==> src/rtl/uart_rx.sv <==
// UART receiver, 8N1, oversampled by a programmable baud divisor, feeding a
// circular byte queue with first-word-fall-through read and sticky error flags.
module uart_rx #(
    parameter int ADDR_W = 5
) (
    input  logic        clk_i,
    input  logic        rst_ni,
    input  logic [15:0] baud_div_i,
    input  logic        rx_i,
    input  logic        re_i,
    input  logic        clr_err_i,
    output logic [7:0]  data_o,
    output logic        empty_o,
    output logic        full_o,
    output logic        overrun_o,
    output logic        frame_err_o,
    output logic        busy_o
);

    localparam int DEPTH = 1 << ADDR_W;
    localparam int SYNC_STAGES = 2;

    typedef enum logic [2:0] {
        IDLE,
        START,
        DATA,
        STOP,
        BREAK
    } state_t;

    state_t                  state_reg;
    logic [15:0]             cnt_reg;
    logic [2:0]              bit_idx_reg;
    logic [7:0]              shift_reg;
    logic [ADDR_W-1:0]       rd_ptr_reg;
    logic [ADDR_W-1:0]       wr_ptr_reg;
    logic                    overrun_reg;
    logic                    frame_err_reg;
    logic [SYNC_STAGES-1:0]  sync_reg;
    logic [7:0]              mem [DEPTH];

    logic        rx_s;
    logic [15:0] half_div;
    logic        bit_end;
    logic        push;
    logic        pop;
    logic [ADDR_W-1:0] wr_ptr_next;
    logic [ADDR_W-1:0] rd_ptr_next;

    // Two-flop synchronizer on the asynchronous serial line, idle-high on reset.
    genvar gi;
    generate
        for (gi = 0; gi < SYNC_STAGES; gi++) begin : g_sync
            always_ff @(posedge clk_i) begin
                if (!rst_ni) begin
                    sync_reg[gi] <= 1'b1;
                end else if (gi == 0) begin
                    sync_reg[gi] <= rx_i;
                end else begin
                    sync_reg[gi] <= sync_reg[(gi == 0) ? 0 : gi-1];
                end
            end
        end
    endgenerate

    assign rx_s     = sync_reg[SYNC_STAGES-1];
    assign half_div = {1'b0, baud_div_i[15:1]};
    assign bit_end  = (cnt_reg == baud_div_i);

    assign wr_ptr_next = wr_ptr_reg + ADDR_W'(1);
    assign rd_ptr_next = rd_ptr_reg + ADDR_W'(1);

    assign empty_o = (rd_ptr_reg == wr_ptr_reg);
    assign full_o  = (wr_ptr_next == rd_ptr_reg);

    // Full is judged on the pre-pop pointers, so a push into a full queue drops
    // even when a pop happens in the same cycle.
    assign push = (state_reg == STOP) && bit_end && rx_s && !full_o;
    assign pop  = re_i && !empty_o;

    always_ff @(posedge clk_i) begin
        if (push) begin
            mem[wr_ptr_reg] <= shift_reg;
        end
    end

    assign data_o = mem[rd_ptr_reg];

    always_ff @(posedge clk_i) begin
        if (!rst_ni) begin
            state_reg     <= IDLE;
            cnt_reg       <= '0;
            bit_idx_reg   <= '0;
            shift_reg     <= '0;
            rd_ptr_reg    <= '0;
            wr_ptr_reg    <= '0;
            overrun_reg   <= 1'b0;
            frame_err_reg <= 1'b0;
        end else begin
            if (push) begin
                wr_ptr_reg <= wr_ptr_next;
            end
            if (pop) begin
                rd_ptr_reg <= rd_ptr_next;
            end
            if (clr_err_i) begin
                overrun_reg   <= 1'b0;
                frame_err_reg <= 1'b0;
            end

            case (state_reg)
                IDLE: begin
                    cnt_reg <= '0;
                    if (!rx_s) begin
                        state_reg <= START;
                    end
                end
                START: begin
                    if (cnt_reg == half_div) begin
                        cnt_reg     <= '0;
                        bit_idx_reg <= '0;
                        state_reg   <= rx_s ? IDLE : DATA;
                    end else begin
                        cnt_reg <= cnt_reg + 16'd1;
                    end
                end
                DATA: begin
                    if (bit_end) begin
                        cnt_reg   <= '0;
                        shift_reg <= {rx_s, shift_reg[7:1]};
                        if (bit_idx_reg == 3'd7) begin
                            state_reg <= STOP;
                        end else begin
                            bit_idx_reg <= bit_idx_reg + 3'd1;
                        end
                    end else begin
                        cnt_reg <= cnt_reg + 16'd1;
                    end
                end
                STOP: begin
                    if (bit_end) begin
                        cnt_reg <= '0;
                        if (rx_s) begin
                            // Leaving at mid-stop-bit lets a following start bit be caught.
                            state_reg <= IDLE;
                            if (full_o) begin
                                overrun_reg <= 1'b1;
                            end
                        end else begin
                            frame_err_reg <= 1'b1;
                            state_reg     <= BREAK;
                        end
                    end else begin
                        cnt_reg <= cnt_reg + 16'd1;
                    end
                end
                BREAK: begin
                    cnt_reg <= '0;
                    if (rx_s) begin
                        state_reg <= IDLE;
                    end
                end
                default: begin
                    state_reg <= IDLE;
                    cnt_reg   <= '0;
                end
            endcase
        end
    end

    assign overrun_o   = overrun_reg;
    assign frame_err_o = frame_err_reg;
    assign busy_o      = (state_reg != IDLE);

endmodule

==> config.mk <==
export PLATFORM = sky130hd
export DESIGN_NAME = uart_rx
export DESIGN_NICKNAME = d
export VERILOG_FILES = /design/src/rtl/uart_rx.sv
export SDC_FILE = /design/constraint.sdc
export NUM_CORES = 1
export LEC_CHECK = 0
export CORE_MARGIN = 2
export CORE_UTILIZATION = 42
export CTS_CLUSTER_DIAMETER = 40
export DETAILED_ROUTE_END_ITERATION = 16
export GPL_ROUTABILITY_DRIVEN = 1
export HOLD_SLACK_MARGIN = 0.1
export PLACE_DENSITY_LB_ADDON = 0.3
export SLEW_MARGIN = 0
export SYNTH_ARGS = -nofsm -noshare
export SYNTH_HDL_FRONTEND = slang
export SYNTH_SLANG_ARGS = --single-unit
==> constraint.sdc <==
create_clock -name clk_i -period 3.2 [get_ports clk_i]
set_clock_uncertainty 0.1 [all_clocks]
set_input_delay 0.8 -clock clk_i [delete_from_list [all_inputs] [get_ports clk_i]]
set_output_delay 0.8 -clock clk_i [all_outputs]
set_load 0.1 [all_outputs]
======== After elaboration in Yosys (flattened, before gate mapping) ========
Memories as Yosys holds them, arrays and structs flattened. A register that Yosys moved wholly into a read port is not among the register bits.
Index checks and enable logic that the tools add are counted.
storage, ports and cells
  register bits ........................... 44
  RAM bits ................................ 256
  input port bits ......................... 21
  output and inout port bits .............. 13
  logic and storage cells ................. 73
  memories ................................ 1
memories
  memory  words  width  read ports  clocked after Yosys merged registers in  wr ports  RTL line  RTL
  mem     32     8      1           1                                        1         40        logic [7:0] mem [DEPTH];
operators by class
  add/subtract/negate cells ............... 4
  eq/ne operators ......................... 16
  multiplexer cells ....................... 29
  reductions and logical operators ........ 13
operator list
  operator                 number
  $mux W16                 2
  $pmux W16 S2             1
  $mux W3                  10
  $add A16 B1 Y16 const B  1
  $eq A16 B15 Y1           1
  $eq A16 B16 Y1           1
  $pmux W3 S5              1
  $ne A2 B2 Y1 const B     7
  $mux W1                  11
  $add A5 B1 Y5 const B    2
  $eq A5 B5 Y1             2
  $mux W5                  2
  $eq A3 B2 Y1 const B     2
  $eq A3 B3 Y1 const B     2
  $pmux W3 S2              1
  $reduce_and A6 Y1        1
  $logic_and A1 B1 Y1      4
  $reduce_and A4 Y1        1
  $add A3 B1 Y3 const B    1
  $eq A3 B1 Y1 const B     1
  $logic_not A3 Y1         1
  $reduce_bool A3 Y1       1
  $logic_not A1 Y1         2
  $mux W2                  1
  other kinds (3)          3

======== Longest topological paths before layout ========
Gate-level depths: netlist of the first run.
  word-level depth ........................ 6
  depth in mapped cells ................... 9
  depth with buffers taken out ............ 7

======== Worst setup path before layout of the first run ========
No wires, ideal clock.
  path type ............................... register to output
  from .................................... register wr_ptr_reg[0]
  to ...................................... output port full_o
  data arrival time ....................... 2.501 ns
  slack ................................... -0.201 ns
  cell stages (with the launch flop) ...... 6
  cells stage by stage .................... dfxtp_1 -> inv_1 -> ha_1 -> xnor2_1 -> o2111ai_1 -> nor2_1
between the ends
  word-level cells in the longest chain between the ends .. 2
RTL lines
  element                 RTL line  RTL
  start, declared         36        logic [ADDR_W-1:0] wr_ptr_reg;
  start signal, assigned  101       wr_ptr_reg <= wr_ptr_next;
  $add A5 B1 Y5           70        assign wr_ptr_next = wr_ptr_reg + ADDR_W'(1);
  net wr_ptr_next[0]      47        logic [ADDR_W-1:0] wr_ptr_next;
  $eq A5 B5 Y1            74        assign full_o = (wr_ptr_next == rd_ptr_reg);
  end, declared           14        output logic full_o,
The timed path passes the listed nets, and every way through them passes these cells.

==> summary.txt, run 1 <==
Die
  – # IOs: 34
  – Chip Width: 176.0 microns
  – CORE AREA: 28,940 sq um
  – Die height: 176.0 microns
  – Rows: 62
  – Initial core utilization: 0.4294
  – Die Area: 30,970 sq um

Detailed routing
  – Antenna Nets Post-Route: 0
  – DRC Markers: 0
  – Routed len/inst: 22.22 microns
  – DRT Pass-1 Iters: 5
  – Starting DRT DRC Count: 601
  – DR vias/cell: 5.438
  – Via count: 6,591
  – Final WL: 26,940 microns

Status
  – Outcome: finished, violations left
  – Failing checks: negative setup slack

Setup path
  – Critical path class: flip-flop to output pin
  – FF-to-FF Start: wr_ptr_reg[0]
  – Critical path arrival: 2790 ps
  – Worst path cell trace: buf_12, buf_12, buf_16, mux4_2, mux4_2, mux2_4, buf_12
  – Crit end category: output pin
  – CP required: 2300 ps
  – CP Launch Type: flip-flop
  – CP max stage delay: 530 ps
  – CP max-delay cell: mux4_2
  – Crit Path Max Fanout: 5
  – Reg2reg setup slack: 650 ps
  – Top cell by count, worst path: buf_12

Logic synthesis
  – Synth Instances: 691
  – Post-synth EDFFs: 256
  – Post-Syn Area per Cell: 17.98 sq um
  – Sequential area share after synthesis: 0.6977
  – Yosys warnings: 0
  – Synthesized area: 12,420 sq um
  – Post-synth top flop: edfxtp_1
  – FF+latch count, synth: 305
  – Count of cell types in the netlist: 44
  – Ys async rst share: 0
  – Synth Net Count: 720

STA
  – Final Hold Violating Endpoints: 0
  – RSZ-0062 raised after global routing: yes
  – Final Cycle Share: 1.153
  – Minimum clock period: 3689 ps
  – Final WS setup: -488.7 ps
  – Worst slew margin: 0.09503
  – Max Transition Viols Final: 0
  – Slew @ Worst Pin: 1356 ps
  – Final setup viols: 8
  – Maximum clock rate: 271.1 MHz

Clocking
  – CTS clock-pin slew for the worst setup and hold paths: 60 ps
  – H-tree depth reported by CTS: 2
  – Sink Count: 305
  – Clock tree buffer depth: 3
  – CTS buffer count: 37
  – CTS Root Buffer Type: clkbuf_16
  – CTS tree: built
  – Skew-Pair Late Insertion Delay: 530 ps
  – CTS Hold Bufs: 0

Finish
  – Multi-input logic area: 3592 sq um
  – Layout area overhead: 22.91%
  – Final net count: 830
  – Most common cell after layout, fill and taps aside: edfxtp_1
  – Largest register FFs: 256
  – Final cell count without fillers: 1,212
  – Most frequent cells in the layout: edfxtp_1, mux4_2, nor2_1, buf_4, dfxtp_1
  – Layout cell share with drive strength beyond 1: 0.3116
  – Antenna Cells: 0
  – Register area: 8677 sq um
  – Number of fill cells: 2,241

Global route
  – Number of global-route vias before repair: 6,832
  – Largest net degree at the start of global routing: 36
  – Grt ovf: 0
  – Total GRT Usage: 0.1815
  – First-pass GRT wire length: 41,860 microns
  – Initial antenna violation count: 0

Run
  – Max-Cap Viols: 0

Pwr
  – Leakage: 5.515 nW
  – Total power: 8.505 mW
  – Pwr/cell area: 557.0 nW/um^2
  – Peak supply drop: 0.0003929 V

Worst hold path
  – Hold WC Path Type: flip-flop to flip-flop
  – Hold Startpoint: sync_reg[0]

Place
  – RePlAce Congestion: 0.8353
  – Worst slack, placed: -153.6 ps
  – HPWL after DPL: 17,250 microns
  – Inst Count DP: 1,135
  – IO Port Bufs: 33
## cells by family after synthesis
| logic type | after synthesis | share of synthesized area |
|---|---|---|
| buffers and inverters | 47 | 0.01722 |
| multiplexers | 103 | 0.1644 |
| adder cells (fa/ha/maj) | 8 | 0.008057 |
| XOR/XNOR | 58 | 0.04330 |
| flip-flops | 305 | 0.6977 |
| AND/OR/NAND/NOR | 146 | 0.05599 |
| AO/OA/AOI/OAI | 24 | 0.01339 |
## worst max-delay path: cells and delay by family, from the launching register on
kind / cells / cell delay [ps]
muxes: 3 / 1330
DFF: 1 / 400
buffers and inverters: 4 / 550
## synthesized netlist by cell type (2+ instances only)
library cell / number / area, sq um
a21oi_1: 4 / 20.02
and3_1: 4 / 25.02
buf_1: 9 / 33.78
buf_2: 18 / 90.09
buf_6: 2 / 22.52
clkbuf_1: 12 / 45.04
dfxtp_1: 49 / 980.9
edfxtp_1: 256 / 7687
ha_1: 8 / 100.1
inv_1: 6 / 22.52
mux2_2: 8 / 90.09
mux2i_1: 15 / 150.1
mux4_2: 80 / 1802
nand2_1: 18 / 67.56
nand2b_1: 6 / 37.54
nand3_1: 9 / 45.04
nand3b_1: 2 / 15.01
nand4_1: 10 / 62.56
nor2_1: 76 / 285.3
nor2b_1: 2 / 12.51
nor4_1: 5 / 31.28
o2111ai_1: 5 / 43.79
o21ai_0: 3 / 15.01
o21ai_1: 2 / 10.01
o22ai_1: 4 / 25.02
or3_1: 4 / 25.02
or3b_2: 2 / 17.52
xnor2_1: 24 / 210.2
xnor2_2: 4 / 65.06
xor2_1: 30 / 262.8
## final timing paths
| check | endpoint | depth (start not counted) |
|---|---|---|
| max | data_o[1] | 7 |
| min | rx_s | 1 |
| max reg2reg | mem[8][7] | 9 |
| min reg2reg | rx_s | 1 |
## per-stage QoR
stage / cell area [sq um] / utilization / TNS (ps) / hold WS [ps]
2_1_floorplan: 12430 / - / 0 / 286.3
3_3_place_gp: 13730 / 0.4745 / -9398 / 290.8
3_5_place_dp: 13730 / 0.4745 / -21500 / 297.0
4_1_cts: 15290 / 0.5286 / -3867 / 326.8
5_1_grt: 15270 / 0.5278 / -4136 / 346.7
6_report: 15270 / 0.5278 / -3703 / 319.0
## routing by layer
layer | track usage | share of wire | routed length (microns)
met1 | 0.2531 | 0.43 | 11580
met2 | 0.2936 | 0.48 | 12910
met3 | 0.03338 | 0.063 | 1705
met4 | 0.05510 | 0.028 | 747
met5 | 0 | 0 | 0
## where the power goes
part	internal (mW)	switching, mW	leakage [nW]	total (mW)
combinational	0.0404	0.0337	1.75	0.0741
sequential	4.24	0.00171	3.17	4.24
clock	2.52	1.67	0.594	4.19
total	6.80	1.70	5.52	8.51
## area by class of cell
| class | count | area share |
|---|---|---|
| multi-input combinational | 339 | 0.2352 |
| clock inverter | 25 | 0.01934 |
| sequential | 305 | 0.5682 |
| inverter | 6 | 0.001475 |
| timing repair buffer | 112 | 0.08202 |
| clock buffer | 41 | 0.06227 |
| tap | 384 | 0.03146 |
## repair_timing
item / 4_1_cts / 5_1_grt
gates cloned: 6 / 0
buffers inserted: 6 / 0
gates resized for setup: 19 / 2
setup endpoints to repair: 9 / 9
pin swaps: 2 / 0
(Power assumes the default switching activity.)
==> run 2: changes to the inputs <==
--- a/config.mk
+++ b/config.mk
@@ -5,7 +5,7 @@
 export SDC_FILE = /design/constraint.sdc
 export NUM_CORES = 1
 export LEC_CHECK = 0
-export CORE_MARGIN = 2
+export CORE_MARGIN = 3
 export CORE_UTILIZATION = 42
 export CTS_CLUSTER_DIAMETER = 40
 export DETAILED_ROUTE_END_ITERATION = 16
==> constraint.sdc (replaced) <==
create_clock -name clk_i -period 4.19 [get_ports clk_i]
set_clock_uncertainty 0.1 [all_clocks]
set_input_delay 1.0475 -clock clk_i [delete_from_list [all_inputs] [get_ports clk_i]]
set_output_delay 1.0475 -clock clk_i [all_outputs]
set_load 0.1 [all_outputs]
==> summary.txt, run 2 (synthesized netlist as in run 1, its figures left out) <==
Status
  – Outcome: finished, final reports clean

Finish
  – Layout area overhead: 19.98%
  – Final net count: 810
  – Most frequent cells in the layout: edfxtp_1, mux4_2, nor2_1, buf_4, dfxtp_1
  – Antenna Cells: 0
  – Largest register FFs: 256
  – Number of fill cells: 2,287
  – Most common cell after layout, fill and taps aside: edfxtp_1
  – Finished Cell Area: 14,910 sq um
  – Layout cell share with drive strength beyond 1: 0.2820
  – Final cell count without fillers: 1,196

STA
  – Final setup viols: 0
  – Final Cycle Share: 0.9450
  – Worst slew margin: 0.1643
  – RSZ-0062 raised after global routing: no
  – Setup_tns: 0 ps
  – Maximum clock rate: 252.5 MHz
  – Minimum clock period: 3960 ps
  – Slew @ Worst Pin: 1252 ps
  – Worst hold slack: 317.3 ps
  – Max Transition Viols Final: 0
  – Final Hold Violating Endpoints: 0

Global route
  – Total GRT Usage: 0.1704
  – First-pass GRT wire length: 40,570 microns
  – Number of global-route vias before repair: 6,846
  – Initial antenna violation count: 0
  – Grt ovf: 0
  – Largest net degree at the start of global routing: 65

Setup path
  – Crit end category: output pin
  – Worst setup endpoint: data_o[1]
  – RR Endpoint: mem[27][1]
  – CP Launch Type: flip-flop
  – Critical path class: flip-flop to output pin
  – FF-to-FF Start: wr_ptr_reg[4]
  – Reg2reg path depth: 7
  – Critical path arrival: 2810 ps
  – CP required: 3040 ps
  – Reg2reg setup slack: 1630 ps
  – Crit Path Max Fanout: 16

Place
  – Inst Count DP: 1,114
  – Post-DP Area: 13,530 sq um
  – RePlAce Congestion: 0.7831
  – HPWL after DPL: 16,120 microns
  – IO Port Bufs: 33

Pwr
  – Comb power frac: 0.008
  – Sequential share of power: 0.494
  – Pwr/cell area: 440.6 nW/um^2
  – Total power: 6.568 mW
  – Switching part of the total power: 0.2018
  – Leakage: 5.352 nW
  – Clock share of power: 0.498
  – Int Pwr: 5.243 mW
  – Peak supply drop: 0.0002787 V
  – P_sw: 1.325 mW

Worst hold path
  – Hold Path Stages: 1
  – Hold WC Path Type: flip-flop to flip-flop

Die
  – Rows: 62
  – # IOs: 34
  – Initial core utilization: 0.4294
  – Die height: 178.0 microns
  – Chip Width: 178.0 microns
  – Die Area: 31,680 sq um
  – CORE AREA: 28,940 sq um

Detailed routing
  – Via count: 6,440
  – Final WL: 26,030 microns
  – DR vias/cell: 5.385
  – DRC Markers: 0
  – Antenna Nets Post-Route: 0
  – DRT Pass-1 Iters: 5
  – Starting DRT DRC Count: 622
  – Routed len/inst: 21.76 microns

Clocking
  – Sink Count: 305
  – CTS buffer count: 40
  – Post-CTS Resized: 0
  – CTS tree: built
  – Clock tree buffer depth: 3
  – Skew-Pair Late Insertion Delay: 510 ps
  – CTS clock-pin slew for the worst setup and hold paths: 60 ps
  – CTS Root Buffer Type: clkbuf_16
  – H-tree depth reported by CTS: 2

Run
  – Max-Cap Viols: 0
[run 2: critical path, stage by stage, from the launching register on]
cell and delay (ps):
dfxtp_4 480, buf_12 220, mux4_2 520, mux4_2 520
mux2_2 350, buf_12 180
[run 2: cell type report]
class                           instances  area (sq um)  area share
Sequential cell                       305          8673      0.5818
Inverter                                6         22.52    0.001511
Timing Repair Buffer                   89         875.8     0.05875
Clock inverter                         23         210.2     0.01410
Tap cell                              384         480.5     0.03223
Multi-Input combinational cell        339          3542      0.2376
Clock buffer                           50          1102     0.07395
[run 2: per-stage QoR]
step | setup slack, ps | utilization
6_report | 230.3 | 0.5152
3_3_place_gp | 594.1 | 0.4675
5_1_grt | 154.9 | 0.5152
2_1_floorplan | 541.1 | -
3_5_place_dp | 571.6 | 0.4675
4_1_cts | 18.12 | 0.5128
[run 2: per-layer routing]
layer / global-route usage / vias up / part of all wire
met1: 0.2309 / 3284 / 0.41
met3: 0.03746 / 48 / 0.075
met4: 0.05072 / 0 / 0.024
met5: 0 / - / 0
li1: - / 2892 / -
met2: 0.2784 / 216 / 0.49
[run 2: power groups by stage]
stage,clock (mW),combinational [mW],sequential (mW)
3_3_place_gp,0,0.0543,3.31
2_1_floorplan,0,0.0261,3.31
6_report,3.27,0.0554,3.24
3_5_place_dp,0,0.0559,3.31
4_1_cts,3.34,0.0562,3.24
5_1_grt,3.47,0.0607,3.24
[run 2: what timing repair did]
| item | 4_1_cts | 5_1_grt |
|---|---|---|
| buffers inserted | 0 | 9 |
| hold buffers | 0 | 0 |
| setup endpoints to repair | 0 | 4 |
[run 2: worst min-delay path by stage]
stage / startpoint / endpoint / slack (ps)
floorplan: sync_reg[0] / rx_s / 290
global placement: sync_reg[0] / rx_s / 290
detailed placement: sync_reg[0] / rx_s / 310
CTS: sync_reg[0] / rx_s / 330
global route: sync_reg[0] / rx_s / 340
finish: sync_reg[0] / rx_s / 320
==> run 3: changes to the inputs <==
--- a/config.mk
+++ b/config.mk
@@ -12,6 +12,7 @@
 export GPL_ROUTABILITY_DRIVEN = 1
 export HOLD_SLACK_MARGIN = 0.1
 export PLACE_DENSITY_LB_ADDON = 0.3
+export REMOVE_ABC_BUFFERS = 1
 export SLEW_MARGIN = 0
 export SYNTH_ARGS = -nofsm -noshare
 export SYNTH_HDL_FRONTEND = slang
==> summary.txt, run 3 (synthesized netlist as in run 1, its figures left out) <==
Worst hold path
  – Hold WC Path Type: flip-flop to flip-flop

Place
  – Inst Count DP: 1,112
  – HPWL after DPL: 16,110 microns
  – Post-DP Area: 13,500 sq um
  – IO Port Bufs: 33
  – RePlAce Congestion: 0.8349

Pwr
  – Leakage: 5.343 nW
  – P_sw: 1.345 mW
  – Int Pwr: 5.423 mW
  – Pwr/cell area: 454.4 nW/um^2
  – Peak supply drop: 0.0002677 V
  – Switching part of the total power: 0.1988
  – Clock share of power: 0.513
  – Comb power frac: 0.008
  – Sequential share of power: 0.479

Setup path
  – Critical path arrival: 2900 ps
  – RR Endpoint: bit_idx_reg[0]
  – CP required: 3040 ps
  – Crit end category: output pin
  – Critical path class: flip-flop to output pin
  – Reg2reg path depth: 6
  – CP max stage delay: 560 ps
  – CP Launch Type: flip-flop
  – Worst path cell trace: buf_12, mux4_2, mux4_2, mux2_2, buf_12
  – Worst setup endpoint: data_o[3]
  – CP max-delay cell: mux4_2
  – Crit Path Max Fanout: 23
  – Reg2reg setup slack: 1550 ps
  – FF-to-FF Start: cnt_reg[4]

STA
  – Minimum clock period: 4043 ps
  – Slew @ Worst Pin: 1346 ps
  – Maximum clock rate: 247.4 MHz
  – Final Cycle Share: 0.9648
  – RSZ-0062 raised after global routing: no
  – Final Hold Violating Endpoints: 0
  – Max Transition Viols Final: 0
  – Final setup viols: 0
  – Worst slew margin: 0.1018

Run
  – Max-Cap Viols: 0

Detailed routing
  – DR vias/cell: 5.394
  – Routed len/inst: 21.39 microns
  – Via count: 6,403
  – Antenna Nets Post-Route: 0
  – DRT Pass-1 Iters: 5
  – DRC Markers: 0
  – Final WL: 25,400 microns
  – Starting DRT DRC Count: 567

Clocking
  – Post CTS Setup Buffer Count: 0
  – CTS Hold Bufs: 0
  – Sink Count: 305
  – Skew-Pair Late Insertion Delay: 510 ps
  – H-tree depth reported by CTS: 2
  – CTS clock-pin slew for the worst setup and hold paths: 60 ps
  – CTS buffer count: 41
  – CTS tree: built
  – Post-CTS Resized: 0
  – Clock tree buffer depth: 3
  – CTS Root Buffer Type: clkbuf_16

Global route
  – Met1 GRT Util: 0.2392
  – Most Crowded Layer GR: met2
  – First-pass GRT wire length: 39,730 microns
  – Initial antenna violation count: 0
  – Largest net degree at the start of global routing: 65
  – Total GRT Usage: 0.1659
  – Global Route met3 Usage: 0.03363
  – Grt ovf: 0
  – M2 GR Usage: 0.2621
  – Number of global-route vias before repair: 6,668

Die
  – Die Area: 31,680 sq um
  – Rows: 62
  – Chip Width: 178.0 microns
  – CORE AREA: 28,940 sq um
  – # IOs: 34
  – Die height: 178.0 microns
  – Initial core utilization: 0.4294

Finish
  – Most common cell after layout, fill and taps aside: edfxtp_1
  – Final cell count without fillers: 1,187
  – Largest register FFs: 256
  – Multi-input logic area: 3542 sq um
  – Register area: 8673 sq um
  – Final Util: 0.5147
  – Layout area overhead: 19.87%
  – Number of fill cells: 2,277
  – Final net count: 800
  – Antenna Cells: 0
  – Finished Cell Area: 14,890 sq um
  – Most frequent cells in the layout: edfxtp_1, mux4_2, nor2_1, dfxtp_1
  – Layout cell share with drive strength beyond 1: 0.2777

Status
  – Outcome: finished, final reports clean
## run 3: worst min path at each step
stage	from	to	slack (ps)	depth (start not counted)
after CTS	sync_reg[0]	rx_s	320	1
after global placement	sync_reg[0]	rx_s	300	1
after detailed placement	sync_reg[0]	rx_s	300	1
final	sync_reg[0]	rx_s	310	1
after global routing	sync_reg[0]	rx_s	330	1
after floorplan	sync_reg[0]	rx_s	290	1
## run 3: power by group through the flow
stage               Clock [mW]  Sequential [mW]  Combinational [mW]
finish                    3.47             3.24              0.0556
global route              3.68             3.24              0.0600
CTS                       3.54             3.24              0.0557
detailed placement           0             3.31              0.0556
global placement             0             3.31              0.0536
floorplan                    0             3.31              0.0237
## run 3: layout make-up
type	instances	share of cell area
well taps	384	0.03226
flip-flops and latches	305	0.5824
multi-input cells	339	0.2378
repair buffers	78	0.05268
clock buffers	46	0.07301
clock inverters	29	0.02033
inverters	6	0.001512
## run 3: stage by stage
step | TNS, ps | setup WS [ps] | hold slack, ps | power [mW]
2_1_floorplan | -10230 | -1279 | 286.3 | 3.330
3_3_place_gp | 0 | 569.4 | 296.0 | 3.359
3_5_place_dp | 0 | 454.0 | 301.7 | 3.361
4_1_cts | 0 | 26.07 | 315.1 | 6.839
5_1_grt | 0 | 36.93 | 329.3 | 6.977
6_report | 0 | 147.4 | 311.5 | 6.768
## run 3: critical path, delay by kind of cell, from the launching register on
kind                   cells  cell delay, ps
flip-flops                 1             520
multiplexers               3            1420
buffers and inverters      2             430
## run 3: layer usage
layer  up-vias  wire length, microns
li1       2873                     -
met1      3311                 11390
met2       177                 12080
met3        42                  1503
met4         0                   430
met5         -                     0
